`src/rtl/alu_cmd_sequencer.sv`:
```
// -----------------------------------------------------------------------------
// alu_cmd_sequencer
//   Command-side initiator for a combinational WIDTH-bit ALU (AND/OR/ADD with
//   carry-out and zero flags). It accepts one operation over a valid/ready
//   command port and drives the ALU operands and select. It then registers the
//   ALU result and flags and returns them over a valid/ready response port.
//
//   The ALU add path has no carry-in. SUB is therefore done in two passes:
//     1. Negate B: 1 + ~B.
//     2. Add A to the negated B.
//   The no-borrow flag is the OR of the two carry-outs.
//
//   Build option: define ALU_CMD_SUB_EN to build the SUB sequence (the NEG
//   state and the c1 carry register). When it is undefined, op 11 runs one
//   pass with the ALU idle select. It returns data 0, z 1, c 0.
//
//   Ports
//     clk, rst_n              clock, asynchronous active-low reset
//     cmd_valid/cmd_ready     command handshake
//     cmd_op                  00 AND, 01 OR, 10 ADD, 11 SUB
//     cmd_a, cmd_b            operands
//     alu_a, alu_b, alu_sel   drive to ALU (registered)
//     alu_out, alu_cout, alu_z  ALU result and flags
//     rsp_valid/rsp_ready     response handshake
//     rsp_data, rsp_z, rsp_c  registered result, zero flag, carry/no-borrow
//
//   FSM states
//     state  | meaning
//     IDLE   | ready for a command
//     NEG    | SUB pass 1: ALU computes -B
//     EXEC   | ALU computes the requested operation; result captured
//     RESP   | response held until rsp_ready
// -----------------------------------------------------------------------------
module alu_cmd_sequencer #(
  parameter int WIDTH = 64
) (
  input  logic             clk,
  input  logic             rst_n,
  input  logic             cmd_valid,
  output logic             cmd_ready,
  input  logic [1:0]       cmd_op,
  input  logic [WIDTH-1:0] cmd_a,
  input  logic [WIDTH-1:0] cmd_b,
  output logic [WIDTH-1:0] alu_a,
  output logic [WIDTH-1:0] alu_b,
  output logic [3:0]       alu_sel,
  input  logic [WIDTH-1:0] alu_out,
  input  logic             alu_cout,
  input  logic             alu_z,
  output logic             rsp_valid,
  input  logic             rsp_ready,
  output logic [WIDTH-1:0] rsp_data,
  output logic             rsp_z,
  output logic             rsp_c
);

  localparam logic [3:0] SEL_AND  = 4'b0000;
  localparam logic [3:0] SEL_OR   = 4'b0001;
  localparam logic [3:0] SEL_ADD  = 4'b0010;
  localparam logic [3:0] SEL_IDLE = 4'b1111;

  localparam logic [1:0] OP_AND = 2'b00;
  localparam logic [1:0] OP_OR  = 2'b01;
  localparam logic [1:0] OP_ADD = 2'b10;
  localparam logic [1:0] OP_SUB = 2'b11;

  localparam logic [WIDTH-1:0] ONE = {{(WIDTH-1){1'b0}}, 1'b1};

  typedef enum logic [1:0] {
    S_IDLE = 2'd0,
    S_EXEC = 2'd1,
`ifdef ALU_CMD_SUB_EN
    S_RESP = 2'd2,
    S_NEG  = 2'd3
`else
    S_RESP = 2'd2
`endif
  } state_t;

  state_t           r_state;
  logic [1:0]       r_op;
  logic             r_cmd_ready;
  logic             r_rsp_valid;
  logic [WIDTH-1:0] r_rsp_data;
  logic             r_rsp_z;
  logic             r_rsp_c;
  logic [WIDTH-1:0] r_alu_a;
  logic [WIDTH-1:0] r_alu_b;
  logic [3:0]       r_alu_sel;
`ifdef ALU_CMD_SUB_EN
  logic [WIDTH-1:0] r_a;   // A is parked here while the ALU negates B
  logic             r_c1;  // carry-out of the negate pass
`endif

  // Select for a single-pass operation. Without SUB support, op 11 maps to the
  // idle select, so the ALU returns 0.
  function automatic logic [3:0] sel_for(input logic [1:0] op);
    case (op)
      OP_AND:  sel_for = SEL_AND;
      OP_OR:   sel_for = SEL_OR;
      OP_ADD:  sel_for = SEL_ADD;
`ifdef ALU_CMD_SUB_EN
      default: sel_for = SEL_ADD;
`else
      default: sel_for = SEL_IDLE;
`endif
    endcase
  endfunction

  // The ALU drive is registered. It is loaded on the edge that enters
  // NEG/EXEC, so there is no combinational path from cmd_* to alu_*.
  // Register r_alu_b also serves as the B register.
  always_ff @(posedge clk or negedge rst_n) begin
    if (!rst_n) begin
      r_state     <= S_IDLE;
      r_op        <= OP_AND;
      r_cmd_ready <= 1'b1;
      r_rsp_valid <= 1'b0;
      r_rsp_data  <= '0;
      r_rsp_z     <= 1'b0;
      r_rsp_c     <= 1'b0;
      r_alu_a     <= '0;
      r_alu_b     <= '0;
      r_alu_sel   <= SEL_IDLE;
`ifdef ALU_CMD_SUB_EN
      r_a         <= '0;
      r_c1        <= 1'b0;
`endif
    end else begin
      case (r_state)
        S_IDLE: begin
          if (cmd_valid && r_cmd_ready) begin
            r_op        <= cmd_op;
            r_cmd_ready <= 1'b0;
`ifdef ALU_CMD_SUB_EN
            r_a         <= cmd_a;
            if (cmd_op == OP_SUB) begin
              r_state   <= S_NEG;
              r_alu_a   <= ONE;
              r_alu_b   <= ~cmd_b;
              r_alu_sel <= SEL_ADD;
            end else begin
              r_state   <= S_EXEC;
              r_alu_a   <= cmd_a;
              r_alu_b   <= cmd_b;
              r_alu_sel <= sel_for(cmd_op);
            end
`else
            r_state     <= S_EXEC;
            r_alu_sel   <= sel_for(cmd_op);
            if (cmd_op == OP_SUB) begin
              r_alu_a   <= '0;
              r_alu_b   <= '0;
            end else begin
              r_alu_a   <= cmd_a;
              r_alu_b   <= cmd_b;
            end
`endif
          end
        end
`ifdef ALU_CMD_SUB_EN
        S_NEG: begin
          r_c1      <= alu_cout;
          r_alu_a   <= r_a;
          r_alu_b   <= alu_out;  // -B mod 2^WIDTH
          r_alu_sel <= SEL_ADD;
          r_state   <= S_EXEC;
        end
`endif
        S_EXEC: begin
          r_rsp_data  <= alu_out;
          r_rsp_z     <= alu_z;
          case (r_op)
            OP_ADD:  r_rsp_c <= alu_cout;
`ifdef ALU_CMD_SUB_EN
            OP_SUB:  r_rsp_c <= alu_cout | r_c1;
`endif
            default: r_rsp_c <= 1'b0;
          endcase
          r_rsp_valid <= 1'b1;
          r_alu_a     <= '0;
          r_alu_b     <= '0;
          r_alu_sel   <= SEL_IDLE;
          r_state     <= S_RESP;
        end
        S_RESP: begin
          if (rsp_ready) begin
            r_rsp_valid <= 1'b0;
            r_cmd_ready <= 1'b1;
            r_state     <= S_IDLE;
          end
        end
        default: begin
          r_state     <= S_IDLE;
          r_cmd_ready <= 1'b1;
          r_rsp_valid <= 1'b0;
          r_alu_a     <= '0;
          r_alu_b     <= '0;
          r_alu_sel   <= SEL_IDLE;
        end
      endcase
    end
  end

  assign cmd_ready = r_cmd_ready;
  assign rsp_valid = r_rsp_valid;
  assign rsp_data  = r_rsp_data;
  assign rsp_z     = r_rsp_z;
  assign rsp_c     = r_rsp_c;
  assign alu_a     = r_alu_a;
  assign alu_b     = r_alu_b;
  assign alu_sel   = r_alu_sel;

endmodule
```
`config.mk`:
```
export PLATFORM = sky130hd
export DESIGN_NAME = alu_cmd_sequencer
export DESIGN_NICKNAME = d
export VERILOG_FILES = /design/src/rtl/alu_cmd_sequencer.sv
export SDC_FILE = /design/constraint.sdc
export NUM_CORES = 1
export LEC_CHECK = 0
export ABC_AREA = 1
export BUFFER_PORTS_ARGS = -buffer_cell sky130_fd_sc_hd__buf_4
export CORE_AREA = 2 2 157 159
export DETAILED_ROUTE_END_ITERATION = 7
export DIE_AREA = 0 0 159 161
export PLACE_DENSITY = 0.67
export REMOVE_ABC_BUFFERS = 1
export SETUP_SLACK_MARGIN = 0.3
export SKIP_LAST_GASP = 1
export SYNTH_ARGS = -nofsm -noshare
export SYNTH_HDL_FRONTEND = slang
export SYNTH_SLANG_ARGS = --single-unit
```
`constraint.sdc`:
```
create_clock -name clk -period 1.5 [get_ports clk]
set_input_delay 0.075 -clock clk [delete_from_list [all_inputs] [get_ports clk]]
set_output_delay 0.075 -clock clk [all_outputs]
set_load 0.02 [all_outputs]
```
==> impl_metrics.json, run 1 <==
{
  "viasPerCell": 4.78,
  "worst_pin_slew_ns": 0.368,
  "synthArstFlopShare": 1.00,
  "cts-buffers-inserted": 22,
  "power_density_mw_per_mm2": 2200,
  "synth_edf_count": 0,
  "crit_type": "reg -> reg",
  "netlist_instances": 879,
  "critPathLaunchType": "register",
  "grt_use_total": 0.236,
  "initial_utilization": 0.331,
  "rows": 57,
  "hpwl_um": 18700,
  "synth_area_leaders": "dfrtp_1 (63%), nand2_1 (22%), nand3_1 (8.2%)",
  "grt_pass1_vias": 9180,
  "synth_adder_area_share": 0,
  "clk_pin_slew_worst_paths_ns": 0.06,
  "seq_area_mm2": 0.00509,
  "setup_slack_ns": 0.0327,
  "synthMuxAreaShare": 0,
  "synth-compound-area-share": 0.00363,
  "grt_start_max_net_pins": 71,
  "min_path_type": "in -> async",
  "ant_nets": 0,
  "maxCapViolations": 0,
  "synth_top_area_share": 0.628,
  "fillers": 1811,
  "clock_sinks": 203,
  "die_h_um": 161,
  "yosys.area_share.simple": 0.309,
  "skew_ns": 0.0122,
  "yosysTopAreaCell": "dfrtp_1",
  "routed_wl_um": 33000,
  "hold_viol_final": 0,
  "core_area_mm2": 0.0240,
  "max_freq_mhz": 682,
  "clk_path_buf_depth": 3,
  "synth_common_cells": "nand2_1 (465), dfrtp_1 (199), nand3_1 (130)",
  "drv_slew": 0,
  "synth_xor_area_frac": 0,
  "numPortBuffers": 399,
  "die_area_mm2": 0.0256,
  "grt-ovfl-total": 0,
  "vias": 8785,
  "routedWlPerCell_um": 17.9,
  "cp.required_ns": 1.93,
  "finalWeightedCongestion": 0.788,
  "drt_pass1_iterations": 5,
  "ir_drop_v": 0.00121,
  "max_slew_margin": 0.755,
  "area_growth_pct": 85.2,
  "synth_top_family_by_area": "simple AND/OR/NAND/NOR gates",
  "synth.cell_area_mm2": 0.00793,
  "dp_worst_setup_slack_ns": -0.0907,
  "setup_violations": 0,
  "critPathMaxFanout": 51,
  "ys_seq_area_frac": 0.642,
  "drive_above_1_share": 0.332,
  "antenna_found_initial": 0,
  "clk_latency_ns": 0.50,
  "leakage_nw": 7.93,
  "yosys_warnings": 0,
  "status": "finished clean",
  "finalCritPeriodShare": 0.978,
  "fp.dieW_um": 159,
  "synth_area_per_cell_um2": 9.02,
  "grt_pass1_wl_um": 49100,
  "fin_crit_ns": 1.47,
  "clockRootBuffer": "clkbuf_16",
  "rsz0062_at_grt": "true",
  "fin_nets": 1695,
  "fin_cells": 1836,
  "arrival_ns": 1.90,
  "yosysMostFrequentCell": "nand2_1",
  "multiInputGateArea_mm2": 0.00250,
  "cts_tree": "done",
  "ys_seq_elements": 203,
  "drtIter0Drc": 606,
  "ios": 400,
  "drc": 0,
  "synth_flop_cell": "dfrtp_1",
  "ys_types": 19,
  "end_kind": "register",
  "place_inst": 1579,
  "h-tree-depth": 1
}
-- flip-flops by register name, indices dropped and copies added, names as in the netlist --
register	cells
cmd_ready	1
rsp_z	1
alu_sel	3
r_state	2
rsp_c	1
alu_a	64
rsp_data	64
alu_b	64
rsp_valid	1
r_op	2
-- cells by family (layout without fill, tap and decap cells) --
group | after synthesis | count (layout)
flip-flops | 203 | 203
AO/OA/AOI/OAI | 5 | 5
AND/OR/NAND/NOR | 606 | 606
buffers and inverters | 65 | 697
other | 0 | 1
-- cell usage in the layout, fill, tap and decap left out, types with 2 or more instances in the layout --
| cell | n |
|---|---|
| bufinv_16 | 4 |
| clkbuf_1 | 3 |
| nand2_1 | 464 |
| dfrtp_1 | 198 |
| inv_4 | 2 |
| dfstp_2 | 4 |
| nand3_1 | 130 |
| o21ai_0 | 2 |
| buf_16 | 6 |
| clkbuf_8 | 9 |
| buf_4 | 419 |
| buf_6 | 3 |
| clkbuf_16 | 30 |
| inv_2 | 2 |
| a21oi_1 | 2 |
| buf_12 | 14 |
| dlygate4sd3_1 | 198 |
| nor2_1 | 8 |
| inv_1 | 3 |
-- where the power goes --
part           total [mW]  internal, mW  switching, mW  leakage [nW]
sequential           10.1          8.29           1.77          2.57
clock                6.16          3.88           2.27         0.409
combinational        16.1          6.76           9.33          4.96
total                32.3          18.9           13.4          7.93
-- area by class of cell --
| cell class | count | area share |
|---|---|---|
| Antenna cell | 1 | 0.000170 |
| Clock buffer | 34 | 0.0475 |
| Clock inverter | 6 | 0.00912 |
| Inverter | 8 | 0.00358 |
| Multi-Input combinational cell | 611 | 0.170 |
| Sequential cell | 203 | 0.347 |
| Tap cell | 324 | 0.0276 |
| Timing Repair Buffer | 648 | 0.395 |
| Timing Repair inverter | 1 | 0.000426 |
-- worst paths after layout --
kind                                       endpoint  slack, ns              startpoint  depth (start not counted)
max                           alu_a[37]$_DFFE_PN0P_       0.03  r_state[0]$_DFFE_PN0P_                          6
min                        rsp_data[23]$_DFFE_PN0P_       0.07                   rst_n                          2
max reg2reg                   alu_a[37]$_DFFE_PN0P_       0.03  r_state[0]$_DFFE_PN0P_                          6
min reg2reg                    alu_b[9]$_DFFE_PN0P_       0.48    alu_b[9]$_DFFE_PN0P_                          2
max in group asynchronous     alu_b[58]$_DFFE_PN0P_       0.86                   rst_n                          3
min in group clk              cmd_ready$_DFFE_PN1P_       0.09               cmd_valid                          7
-- critical path, stage by stage (launching register included) --
cell and delay [ns]:
dfrtp_1 0.49, nor2_2 0.16, nand2_1 0.11, inv_4 0.10
buf_12 0.22, nand3_1 0.14, nand2_1 0.10
-- timing repair --
item,CTS,global route
hold endpoints to repair,405,0
resized for setup,10,13
gates cloned,2,9
endpoints found under the setup margin,196,209
pin swaps,1,1
hold buffers,198,0
setup buffers,3,4
-- layer usage --
layer  vias to the layer above  routed length [um]  track usage  part of all wire
met1                      4224               12300        0.274              0.37
met2                       476               16900        0.425              0.51
li1                       3992                   -            -                 -
met4                         0                1220       0.0917             0.037
met5                         -                   0            0                 0
met3                        93                2500       0.0544             0.076
-- per-stage QoR --
step | power (mW) | util | setup TNS, ns | hold WS (ns) | instance area (um2)
finish | 32.3 | 0.613 | 0 | 0.0728 | 14700
detailed placement | 24.3 | 0.478 | -7.44 | 0.0331 | 11500
global placement | 24.1 | 0.478 | -2.67 | 0.0295 | 11500
global route | 34.0 | 0.612 | -0.0814 | 0.0818 | 14700
CTS | 31.4 | 0.601 | 0 | 0.0504 | 14400
floorplan | 16.9 | - | -505.79 | -0.221 | 7590
Power figures use the tool's default switching activity.
==> run 2, diff against run 1 <==
--- a/config.mk
+++ b/config.mk
@@ -5,12 +5,11 @@
 export SDC_FILE = /design/constraint.sdc
 export NUM_CORES = 1
 export LEC_CHECK = 0
-export ABC_AREA = 1
 export BUFFER_PORTS_ARGS = -buffer_cell sky130_fd_sc_hd__buf_4
-export CORE_AREA = 2 2 157 159
+export CORE_AREA = 2 2 156 158
 export DETAILED_ROUTE_END_ITERATION = 7
-export DIE_AREA = 0 0 159 161
-export PLACE_DENSITY = 0.67
+export DIE_AREA = 0 0 158 160
+export PLACE_DENSITY = 0.66
 export REMOVE_ABC_BUFFERS = 1
 export SETUP_SLACK_MARGIN = 0.3
 export SKIP_LAST_GASP = 1
==> impl_metrics.json, run 2 <==
{
  "synth-compound-area-share": 0.161,
  "grt_pass1_wl_um": 38700,
  "fp.dieW_um": 158,
  "ys_seq_elements": 203,
  "maxCapViolations": 0,
  "antenna_found_initial": 1,
  "crit_type": "reg -> reg",
  "leakage_nw": 7.42,
  "yosysTopAreaCell": "dfrtp_1",
  "hold_viol_final": 0,
  "synth.cell_area_mm2": 0.00739,
  "fillers": 1756,
  "critPathMaxFanout": 5,
  "critPathSlowestCell": "dfrtp_2",
  "initial_utilization": 0.310,
  "crit_start": "r_state[1]$_DFFE_PN0P_",
  "postLayoutCoreUtil": 0.602,
  "drive_above_1_share": 0.509,
  "netlist_instances": 456,
  "post_dp_cell_area_mm2": 0.0110,
  "drtIter0Drc": 210,
  "worst_pin_slew_ns": 0.550,
  "yosys.area_share.simple": 0.00965,
  "clock_sinks": 203,
  "max_slew_margin": 0.633,
  "synthArstFlopShare": 1.00,
  "routedWlPerCell_um": 19.3,
  "synth_area_leaders": "dfrtp_1 (67%), a22o_1 (15%), mux2_2 (9.1%)",
  "critPathLaunchType": "register",
  "fin_crit_ns": 1.57,
  "synth_xor_area_frac": 0,
  "h-tree-depth": 1,
  "synth_flop_cell": "dfrtp_1",
  "ir_drop_v": 0.000673,
  "grt-ovfl-total": 0,
  "multiInputGateArea_mm2": 0.00207,
  "ios": 400,
  "grt_pass1_vias": 7136,
  "synth_adder_area_share": 0,
  "cp.required_ns": 1.89,
  "clk_path_buf_depth": 3,
  "arrival_ns": 1.96,
  "setup_violations": 131,
  "ys_seq_area_frac": 0.688,
  "synth_top_family_by_area": "compound AO/OA/AOI/OAI gates",
  "synth_common_cells": "dfrtp_1 (199), a22o_1 (128), mux2_2 (60)",
  "fin_nets": 1300,
  "hp-start": "cmd_valid",
  "dp_worst_setup_slack_ns": -0.0180,
  "rows": 57,
  "cp_top_family": "buffers and inverters",
  "seq_area_mm2": 0.00509,
  "hpwl_um": 15400,
  "holdWs_ns": 0.00821,
  "setup_slack_ns": -0.0750,
  "power_density_mw_per_mm2": 826,
  "rsz0062_at_grt": "true",
  "synth_edf_count": 0,
  "end_kind": "register",
  "critPathBufInv": 4,
  "finalCritPeriodShare": 1.05,
  "synth_area_per_cell_um2": 16.2,
  "min_path_type": "in -> reg",
  "fin_area_mm2": 0.0143,
  "slowest_delay_ns": 0.42,
  "core_area_mm2": 0.0238,
  "yosys_warnings": 0,
  "viasPerCell": 4.65,
  "vias": 6698,
  "grt_use_total": 0.193,
  "final_cell_mix": "buf_4 (402), dlygate4sd3_1 (199), dfrtp_1 (197), a22o_1 (128), mux2_2 (53)",
  "max_freq_mhz": 635,
  "numPortBuffers": 399,
  "ys_types": 22,
  "die_h_um": 160,
  "routed_wl_um": 27800,
  "drt_pass1_iterations": 4,
  "synth_top_area_share": 0.674,
  "grt_start_max_net_pins": 70,
  "cts-buffers-inserted": 22,
  "crit_top_cell": "buf_12",
  "cts_tree": "done",
  "synthMuxAreaShare": 0.102,
  "area_growth_pct": 94.0,
  "worstPathCellList": "buf_6 > nor2b_4 > buf_12 > buf_12 > clkbuf_16 > mux2_2",
  "status": "complete, but fails checks",
  "skew_ns": 0.0192,
  "finalWeightedCongestion": 0.767,
  "drv_slew": 0,
  "yosysMostFrequentCell": "dfrtp_1",
  "hold_buffers": 199,
  "ant_nets": 0,
  "layout_commonest_cell": "buf_4",
  "r2r_start": "r_state[1]$_DFFE_PN0P_",
  "clk_pin_slew_worst_paths_ns": 0.07,
  "clockRootBuffer": "clkbuf_16",
  "clk_latency_ns": 0.51,
  "drc": 0,
  "violations": "negative setup slack",
  "die_area_mm2": 0.0253
}
[run 2: cell types whose count changed after synthesis, moves of 3 or more]
cell      delta
mux2_2      +60
clkbuf_1     -9
nand2_1    -465
buf_4       -16
o22a_1       +4
nor2_1       -6
mux2_1       +7
clkbuf_4     -3
inv_2        -5
buf_6       +12
nand3_1    -130
a22o_1     +128
buf_2        -3
[run 2: layer usage]
layer  GRT usage  wire length [um]  vias up
li1            -                 -     2995
met1       0.230             10800     3329
met2       0.334             13800      316
met3      0.0521              2210       58
met4      0.0631               940        0
met5           0                 0        -
[run 2: what timing repair did]
item / 4_1_cts / 5_1_grt
endpoints found under the hold margin: 386 / 1
endpoints found under the setup margin: 202 / 204
resized for setup: 5 / 42
gates cloned: 2 / 14
setup buffers: 6 / 10
pin swaps: 0 / 2
[run 2: cell families (layout without fill, tap and decap cells)]
group,count (synthesis),in the layout
mux,67,67
other cells,0,1
simple gates,8,8
compound gates,137,137
buf+inv,41,700
flops,203,203
[run 2: where the power goes]
part	switching (mW)	internal (mW)	total [mW]
Clock	2.21	3.13	5.34
Sequential	0	5.48	5.48
Combinational	0.321	0.712	1.03
[run 2: path summary, 6_finish.rpt]
path,end,slack (ns),cells past startpoint
min reg2reg,rsp_data[34]$_DFFE_PN0P_,0.49,1
max,rsp_data[41]$_DFFE_PN0P_,-0.07,6
max in group asynchronous,alu_sel[2]$_DFFE_PN1P_,0.71,3
min,r_state[0]$_DFFE_PN0P_,0.008,4
max reg2reg,rsp_data[41]$_DFFE_PN0P_,-0.07,6
min in group asynchronous,alu_a[33]$_DFFE_PN0P_,0.15,2
[run 2: metrics by stage]
step / power (mW) / cells / TNS (ns)
after detailed placement: 6.16 / 1169 / -0.118
after floorplan: 5.59 / 419 / -470.72
final: 11.8 / 1440 / -4.31
after global routing: 12.3 / 1440 / -14.59
after global placement: 6.15 / 1169 / 0
after CTS: 12.0 / 1415 / -0.749
[run 2: tightest hold or removal path, delay by kind of cell]
family	cells	cell delay (ns)
buffers and inverters	3	0.29
and+or+nand+nor	1	0.11
[run 2: final cells by class]
| type | count | area share |
|---|---|---|
| antenna | 1 | 0.000175 |
| clock buffer | 31 | 0.0443 |
| clock inverter | 8 | 0.00506 |
| inverter | 4 | 0.00105 |
| multi-input combinational | 212 | 0.145 |
| sequential | 203 | 0.355 |
| tap | 324 | 0.0283 |
| timing repair buffer | 657 | 0.421 |
